===== src/rtl/instr_fetch_unit.sv =====
// ----------------------------------------------------------------------------
// instr_fetch_unit
// Instruction fetch stage: program counter, loadable instruction memory with
// one-cycle registered read, and a show-ahead prefetch FIFO that hands
// {instr, pc, err} to decode over a valid/ready handshake.
//
// Ports:
//   clk            in   rising-edge clock
//   rst            in   asynchronous, active-low reset
//   fetch_en       in   allow new memory reads
//   redirect_valid in   branch/jump taken this cycle (flushes the pipe)
//   redirect_pc    in   new PC (word index)
//   out_valid      out  FIFO head valid
//   out_ready      in   decode accepts FIFO head
//   out_instr      out  head instruction (0 when empty)
//   out_pc         out  head PC, word index (0 when empty)
//   out_err        out  head came from an out-of-range PC (0 when empty)
//   load_we        in   program-load write strobe
//   load_addr      in   program-load word address
//   load_data      in   program-load data
//   busy           out  read in flight or FIFO non-empty
//   perf_fetched   out  (IFETCH_PERF_CNT_EN only) saturating FIFO push count
//   perf_stall     out  (IFETCH_PERF_CNT_EN only) saturating count of cycles
//                       fetch was wanted but the reservation was full
//
// Optional feature macro: IFETCH_PERF_CNT_EN
// ----------------------------------------------------------------------------
module instr_fetch_unit #(
    parameter int                DATA_W     = 32,
    parameter int                DEPTH      = 64,
    parameter int                FIFO_DEPTH = 2,
    parameter logic [31:0]       RESET_PC   = 32'd0,
    parameter logic [DATA_W-1:0] NOP_INSTR  = '0,
    localparam int               AW         = (DEPTH > 1) ? $clog2(DEPTH) : 1
) (
    input  logic              clk,
    input  logic              rst,
    input  logic              fetch_en,
    input  logic              redirect_valid,
    input  logic [31:0]       redirect_pc,
    output logic              out_valid,
    input  logic              out_ready,
    output logic [DATA_W-1:0] out_instr,
    output logic [31:0]       out_pc,
    output logic              out_err,
    input  logic              load_we,
    input  logic [AW-1:0]     load_addr,
    input  logic [DATA_W-1:0] load_data,
    output logic              busy
`ifdef IFETCH_PERF_CNT_EN
    ,
    output logic [31:0]       perf_fetched,
    output logic [31:0]       perf_stall
`endif
);

    localparam int PW = $clog2(FIFO_DEPTH);
    localparam int CW = $clog2(FIFO_DEPTH + 1);

    logic [31:0]       pc_q, pc_d;
    logic              inflight_q, inflight_d;
    logic [31:0]       infl_pc_q;
    logic              infl_err_q;
    logic [DATA_W-1:0] rd_data_q;
    logic [PW-1:0]     rd_ptr_q, rd_ptr_d, wr_ptr_q, wr_ptr_d;
    logic [CW-1:0]     count_q, count_d;

    logic [DATA_W-1:0] mem [DEPTH];
    logic [DATA_W-1:0] fifo_instr_q [FIFO_DEPTH];
    logic [31:0]       fifo_pc_q    [FIFO_DEPTH];
    logic              fifo_err_q   [FIFO_DEPTH];

    logic          pc_in_range;
    logic          pop, push, issue;
    logic [CW:0]   reserved;

    function automatic logic [PW-1:0] ptr_inc(input logic [PW-1:0] p);
        return (p == PW'(FIFO_DEPTH - 1)) ? '0 : p + PW'(1);
    endfunction

    assign pc_in_range = (pc_q < 32'(DEPTH));
    assign pop         = out_valid && out_ready;
    // The returning read always lands unless a redirect discards it.
    assign push        = inflight_q && !redirect_valid;
    // Slots taken = buffered + in flight; a head being popped this cycle frees
    // its slot, which is what allows one fetch per cycle with a 2-entry FIFO.
    assign reserved    = (CW+1)'(count_q) + (CW+1)'(inflight_q) - (CW+1)'(pop);
    assign issue       = fetch_en && !redirect_valid && (reserved < (CW+1)'(FIFO_DEPTH));

    always_comb begin
        pc_d       = pc_q;
        inflight_d = issue;
        count_d    = count_q + CW'(push) - CW'(pop);
        rd_ptr_d   = pop  ? ptr_inc(rd_ptr_q) : rd_ptr_q;
        wr_ptr_d   = push ? ptr_inc(wr_ptr_q) : wr_ptr_q;
        if (redirect_valid) begin
            pc_d     = redirect_pc;
            count_d  = '0;
            rd_ptr_d = '0;
            wr_ptr_d = '0;
        end else if (issue) begin
            pc_d = pc_q + 32'd1;  // 32'hFFFFFFFF wraps to 0
        end
    end

    always_ff @(posedge clk or negedge rst) begin
        if (!rst) begin
            pc_q       <= RESET_PC;
            inflight_q <= 1'b0;
            infl_pc_q  <= '0;
            infl_err_q <= 1'b0;
            count_q    <= '0;
            rd_ptr_q   <= '0;
            wr_ptr_q   <= '0;
        end else begin
            pc_q       <= pc_d;
            inflight_q <= inflight_d;
            count_q    <= count_d;
            rd_ptr_q   <= rd_ptr_d;
            wr_ptr_q   <= wr_ptr_d;
            if (issue) begin
                infl_pc_q  <= pc_q;
                infl_err_q <= !pc_in_range;
            end
        end
    end

    // Instruction memory: contents are not reset. Read and write share one
    // process so a same-address read returns the pre-write word.
    always_ff @(posedge clk) begin
        if (load_we && (32'(load_addr) < 32'(DEPTH)))
            mem[load_addr] <= load_data;
        if (issue && pc_in_range)
            rd_data_q <= mem[pc_q[AW-1:0]];
    end

    // Prefetch FIFO storage; validity is tracked by count_q, so no reset.
    generate
        for (genvar gi = 0; gi < FIFO_DEPTH; gi++) begin : g_fifo
            always_ff @(posedge clk) begin
                if (push && (wr_ptr_q == PW'(gi))) begin
                    fifo_instr_q[gi] <= infl_err_q ? NOP_INSTR : rd_data_q;
                    fifo_pc_q[gi]    <= infl_pc_q;
                    fifo_err_q[gi]   <= infl_err_q;
                end
            end
        end
    endgenerate

    assign out_valid = (count_q != '0);
    assign out_instr = out_valid ? fifo_instr_q[rd_ptr_q] : '0;
    assign out_pc    = out_valid ? fifo_pc_q[rd_ptr_q]    : '0;
    assign out_err   = out_valid ? fifo_err_q[rd_ptr_q]   : 1'b0;
    assign busy      = inflight_q | out_valid;

`ifdef IFETCH_PERF_CNT_EN
    logic [31:0] perf_fetched_q, perf_stall_q;
    logic        stall_cycle;

    // Redirect cycles are excluded: the missing issue there is due to the
    // redirect, and the discarded read never reaches push.
    assign stall_cycle = fetch_en && !redirect_valid && !issue;

    always_ff @(posedge clk or negedge rst) begin
        if (!rst) begin
            perf_fetched_q <= '0;
            perf_stall_q   <= '0;
        end else begin
            if (push && (perf_fetched_q != 32'hFFFFFFFF))
                perf_fetched_q <= perf_fetched_q + 32'd1;
            if (stall_cycle && (perf_stall_q != 32'hFFFFFFFF))
                perf_stall_q <= perf_stall_q + 32'd1;
        end
    end

    assign perf_fetched = perf_fetched_q;
    assign perf_stall   = perf_stall_q;
`endif

endmodule


===== config.mk =====
export PLATFORM = sky130hd
export DESIGN_NAME = instr_fetch_unit
export DESIGN_NICKNAME = d
export VERILOG_FILES = /design/src/rtl/instr_fetch_unit.sv
export SDC_FILE = /design/constraint.sdc
export NUM_CORES = 2
export LEC_CHECK = 0
export BUFFER_PORTS_ARGS = -buffer_cell sky130_fd_sc_hd__buf_2
export CAP_MARGIN = 10
export CORE_MARGIN = 4
export CORE_UTILIZATION = 52
export CTS_BUF_LIST = sky130_fd_sc_hd__clkbuf_8
export DETAILED_ROUTE_END_ITERATION = 16
export PLACE_DENSITY = 0.75
export SLEW_MARGIN = 0
export SYNTH_ARGS = -nofsm -noshare
export SYNTH_HDL_FRONTEND = slang
export SYNTH_SLANG_ARGS = --single-unit

===== constraint.sdc =====
create_clock -name clk -period 9.1 [get_ports clk]
set_input_delay 0.455 -clock clk [delete_from_list [all_inputs] [get_ports clk]]
set_output_delay 0.455 -clock clk [all_outputs]
set_load 0.005 [all_outputs]

==> reports/summary.txt <==
Slew HR: 11.0%
die height: 420 um
post-synthesis async set-or-reset flop share: 3.07%
status: complete, no violations
wire length of the first global-routing pass: 311,000 um
number of synthesis warnings: 0
RSZ-0062 raised after global routing: no
final hold violation count: 0
Critical R2R Capture: pc_q[15]
synthesis-to-finish area growth: 12.2%
Critical Path RT: 10.06 ns
IO buf count: 142
Antenna Violating Nets Remaining: 0
post-synthesis sequential area ratio: 77.4%
hold crit path type: primary input to register
Site Rows: 150
clock power share: 30.6%
WL/cell: 30.8 um
largest net degree at the start of global routing: 128
deepest clock path buffer count: 4
fillers: 11,547
core area: 168,000 um2
TritonCTS buffer count: 365
Worst Tran Pin Value: 1.30 ns
Leak: 31.7 nW
Post-CTS Hold Buffers: 50
DRC: 0
ys flop type: edfxtp_1
Die W: 420 um
CP Max Fanout: 66
Cell Int Power: 0.0181 W
area fraction in and, or, nand and nor cells after synthesis: 2.77%
XOR/XNOR share of the synthesized area: 0.0597%
switch share: 28.2%
drt first pass iters: 6
# setup viols final: 0
CTS resizes: 0
Reg clk slew, reported paths: 0.06 ns
Post-Route Setup TNS: 0 ns
Syn Area/Cell: 21.7 um2
All-Layer GR Usage: 24.7%
Comb power frac: 21.4%
sink of the worst hold path: mem[11][4]
Post-Synth Adder-Cell Area: 0.0654%
maximum achievable frequency: 212 MHz
Final HPWL DP: 118,000 um
CP Class: register to register
min-delay src: load_data[4]
biggest area consumer among synthesized cells: edfxtp_1
post-synthesis cell count: 4,067
vias in the first global route: 44,961
P_sw: 0.00712 W
total gr overflow: 0
Root Buffer: clkbuf_8
PnR worst setup slack: 4.39 ns
Slew Viols, Final: 0
commonest non-fill, non-tap cell in the layout: edfxtp_1
Worst Clk Skew: 0.0849 ns
FF+latch count, synth: 2,280
RR Startpoint: count_q[1]
mapped cell area: 88,100 um2
worst vdd ir: 201 uV
CTS tree: done
EDFF count, synth: 2,210
vias after detailed routing: 44,182
setup bufs post-CTS: 0
fin nets: 4,622
Seq pwr share: 48.0%
Max Cap Violations: 0
CP Capture Type: register
register-to-register setup slack: 4.39 ns
Synth Area in Compound Gates: 2.19%
R2R depth: 15
main combinational cell family by area after synthesis: multiplexers
layout cells sized above 1: 28.2%
antenna violations before repair: 20
initial core utilization: 52.5%
PwrDens: 255 nW/um2
Critical Path Source Type: register
DP Worst Slack: 4.59 ns
top-area cell type share of the netlist area: 75.4%
fraction of synthesized area in multiplexers: 16.1%
shortest period the worst path allows: 4.71 ns
later-pin clock latency in the skew report: 1.07 ns
Area contributors post-synth: edfxtp_1 (75%), mux4_2 (14%), mux2i_1 (2.2%)
synth unique cells: 65
most frequent cells in the layout: edfxtp_1 (2,210), mux4_2 (530), clkbuf_8 (377)
CP arrival: 5.67 ns
DR vias/cell: 6.31
clock sinks: 2,280
Initial DRC Count: 6,479
hold-critical path depth: 2
Routability Congestion: 0.834
DIE AREA: 176,000 um2
io pins: 143
H-tree levels: 5
routed wire length: 216,000 um
fraction of the cycle the final worst path needs: 51.8%
FF+latch area: 68,100 um2
footprint of the multi-input gates: 19,200 um2
Mapped Nets: 4,147
-- per-stage QoR --
step	utilization, %	instances	instance area, um2	hold WS [ns]	total power [W]
after floorplan	-	4067	88100	0.159	0.0160
after global placement	54.8	6324	91900	0.449	0.0176
after detailed placement	54.8	6324	91900	0.457	0.0177
after CTS	58.8	6993	98700	0.00861	0.0254
after global routing	58.9	7001	98800	0.0338	0.0262
final	58.9	7003	98800	0.0681	0.0252
-- state kept, by name, indices dropped and copies added, names as in the netlist, 2 cells and up --
name	flops
mem	2048
fifo_instr_q	64
fifo_pc_q	64
infl_pc_q	32
pc_q	32
rd_data_q	32
count_q	2
fifo_err_q	2
-- how the worst max path moves through the flow --
stage          slack, ns  cells past startpoint            end  startpoint
2_1_floorplan       3.04                     11   rd_data_q[0]  count_q[1]
3_3_place_gp        4.58                      7  rd_data_q[10]     pc_q[0]
6_report            4.39                     15       pc_q[15]  count_q[1]
5_1_grt             3.99                     15        pc_q[0]  count_q[1]
3_5_place_dp        4.59                      7  rd_data_q[10]     pc_q[0]
4_1_cts             4.43                     15       pc_q[15]  count_q[1]
-- layer usage --
metal / track usage, % / wire [um] / share of wire [%]
met1: 34.2 / 79200 / 37
met2: 38.9 / 104000 / 48
met4: 9.27 / 7590 / 3.5
met5: 0 / 21 / 0.0097
met3: 5.83 / 25200 / 12
-- cells in the mapped netlist, types with 8 or more instances --
cell	n
o22ai_1	32
a2111oi_0	25
mux2i_1	190
inv_1	10
nand2b_1	8
nor3_1	19
nand4_1	15
dfrtp_1	70
buf_1	22
buf_4	21
o21ai_0	32
o211ai_1	13
o311ai_0	11
nor2_1	203
a211oi_1	43
clkbuf_1	83
nor4_1	9
buf_2	64
a221oi_1	10
a22oi_1	25
nand2_1	141
o31ai_1	9
nand3_1	24
a21oi_1	22
a221o_1	12
edfxtp_1	2210
buf_6	34
mux2_2	27
and3_1	8
mux4_2	530
nor2b_1	68
-- layout make-up --
type,instances,share of cell area (%)
Timing Repair Buffer,334,2.44
Inverter,11,0.0418
Multi-Input combinational cell,1550,19.4
Clock buffer,377,5.25
Antenna cell,5,0.0127
Clock inverter,242,1.07
Tap cell,2204,2.79
Sequential cell,2280,69.0
-- cell families (layout without fill, tap and decap cells) --
| group | after synthesis | in the layout |
|---|---|---|
| other | 0 | 5 |
| muxes | 747 | 747 |
| DFF | 2280 | 2280 |
| and+or+nand+nor | 529 | 529 |
| adders and majority gates | 4 | 4 |
| xor gates and xnor gates | 6 | 6 |
| AOI/OAI and AO/OA | 264 | 264 |
| buffers and inverters | 237 | 964 |
-- power by group through the flow --
stage,logic (W),registers (W),clock network [W]
floorplan,0.00387,0.0121,0
global placement,0.00531,0.0123,0
detailed placement,0.00538,0.0123,0
CTS,0.00541,0.0121,0.00784
global route,0.00572,0.0121,0.00835
finish,0.00540,0.0121,0.00771
-- worst max-delay path: stages (launching register included) --
cell and delay [ns]:
dfrtp_1 0.47, nor2_4 0.13, buf_4 0.49, inv_1 0.11, and2_1 0.21, nor2b_1 0.16
o21ai_0 0.25, fa_1 0.23, xor2_1 0.13, or3_2 0.47, buf_4 0.32, inv_1 0.23
buf_4 0.43, nand3_1 0.20, o211ai_1 0.19, dlygate4sd3_1 0.57
No activity file was read; power rests on OpenSTA's default activity.
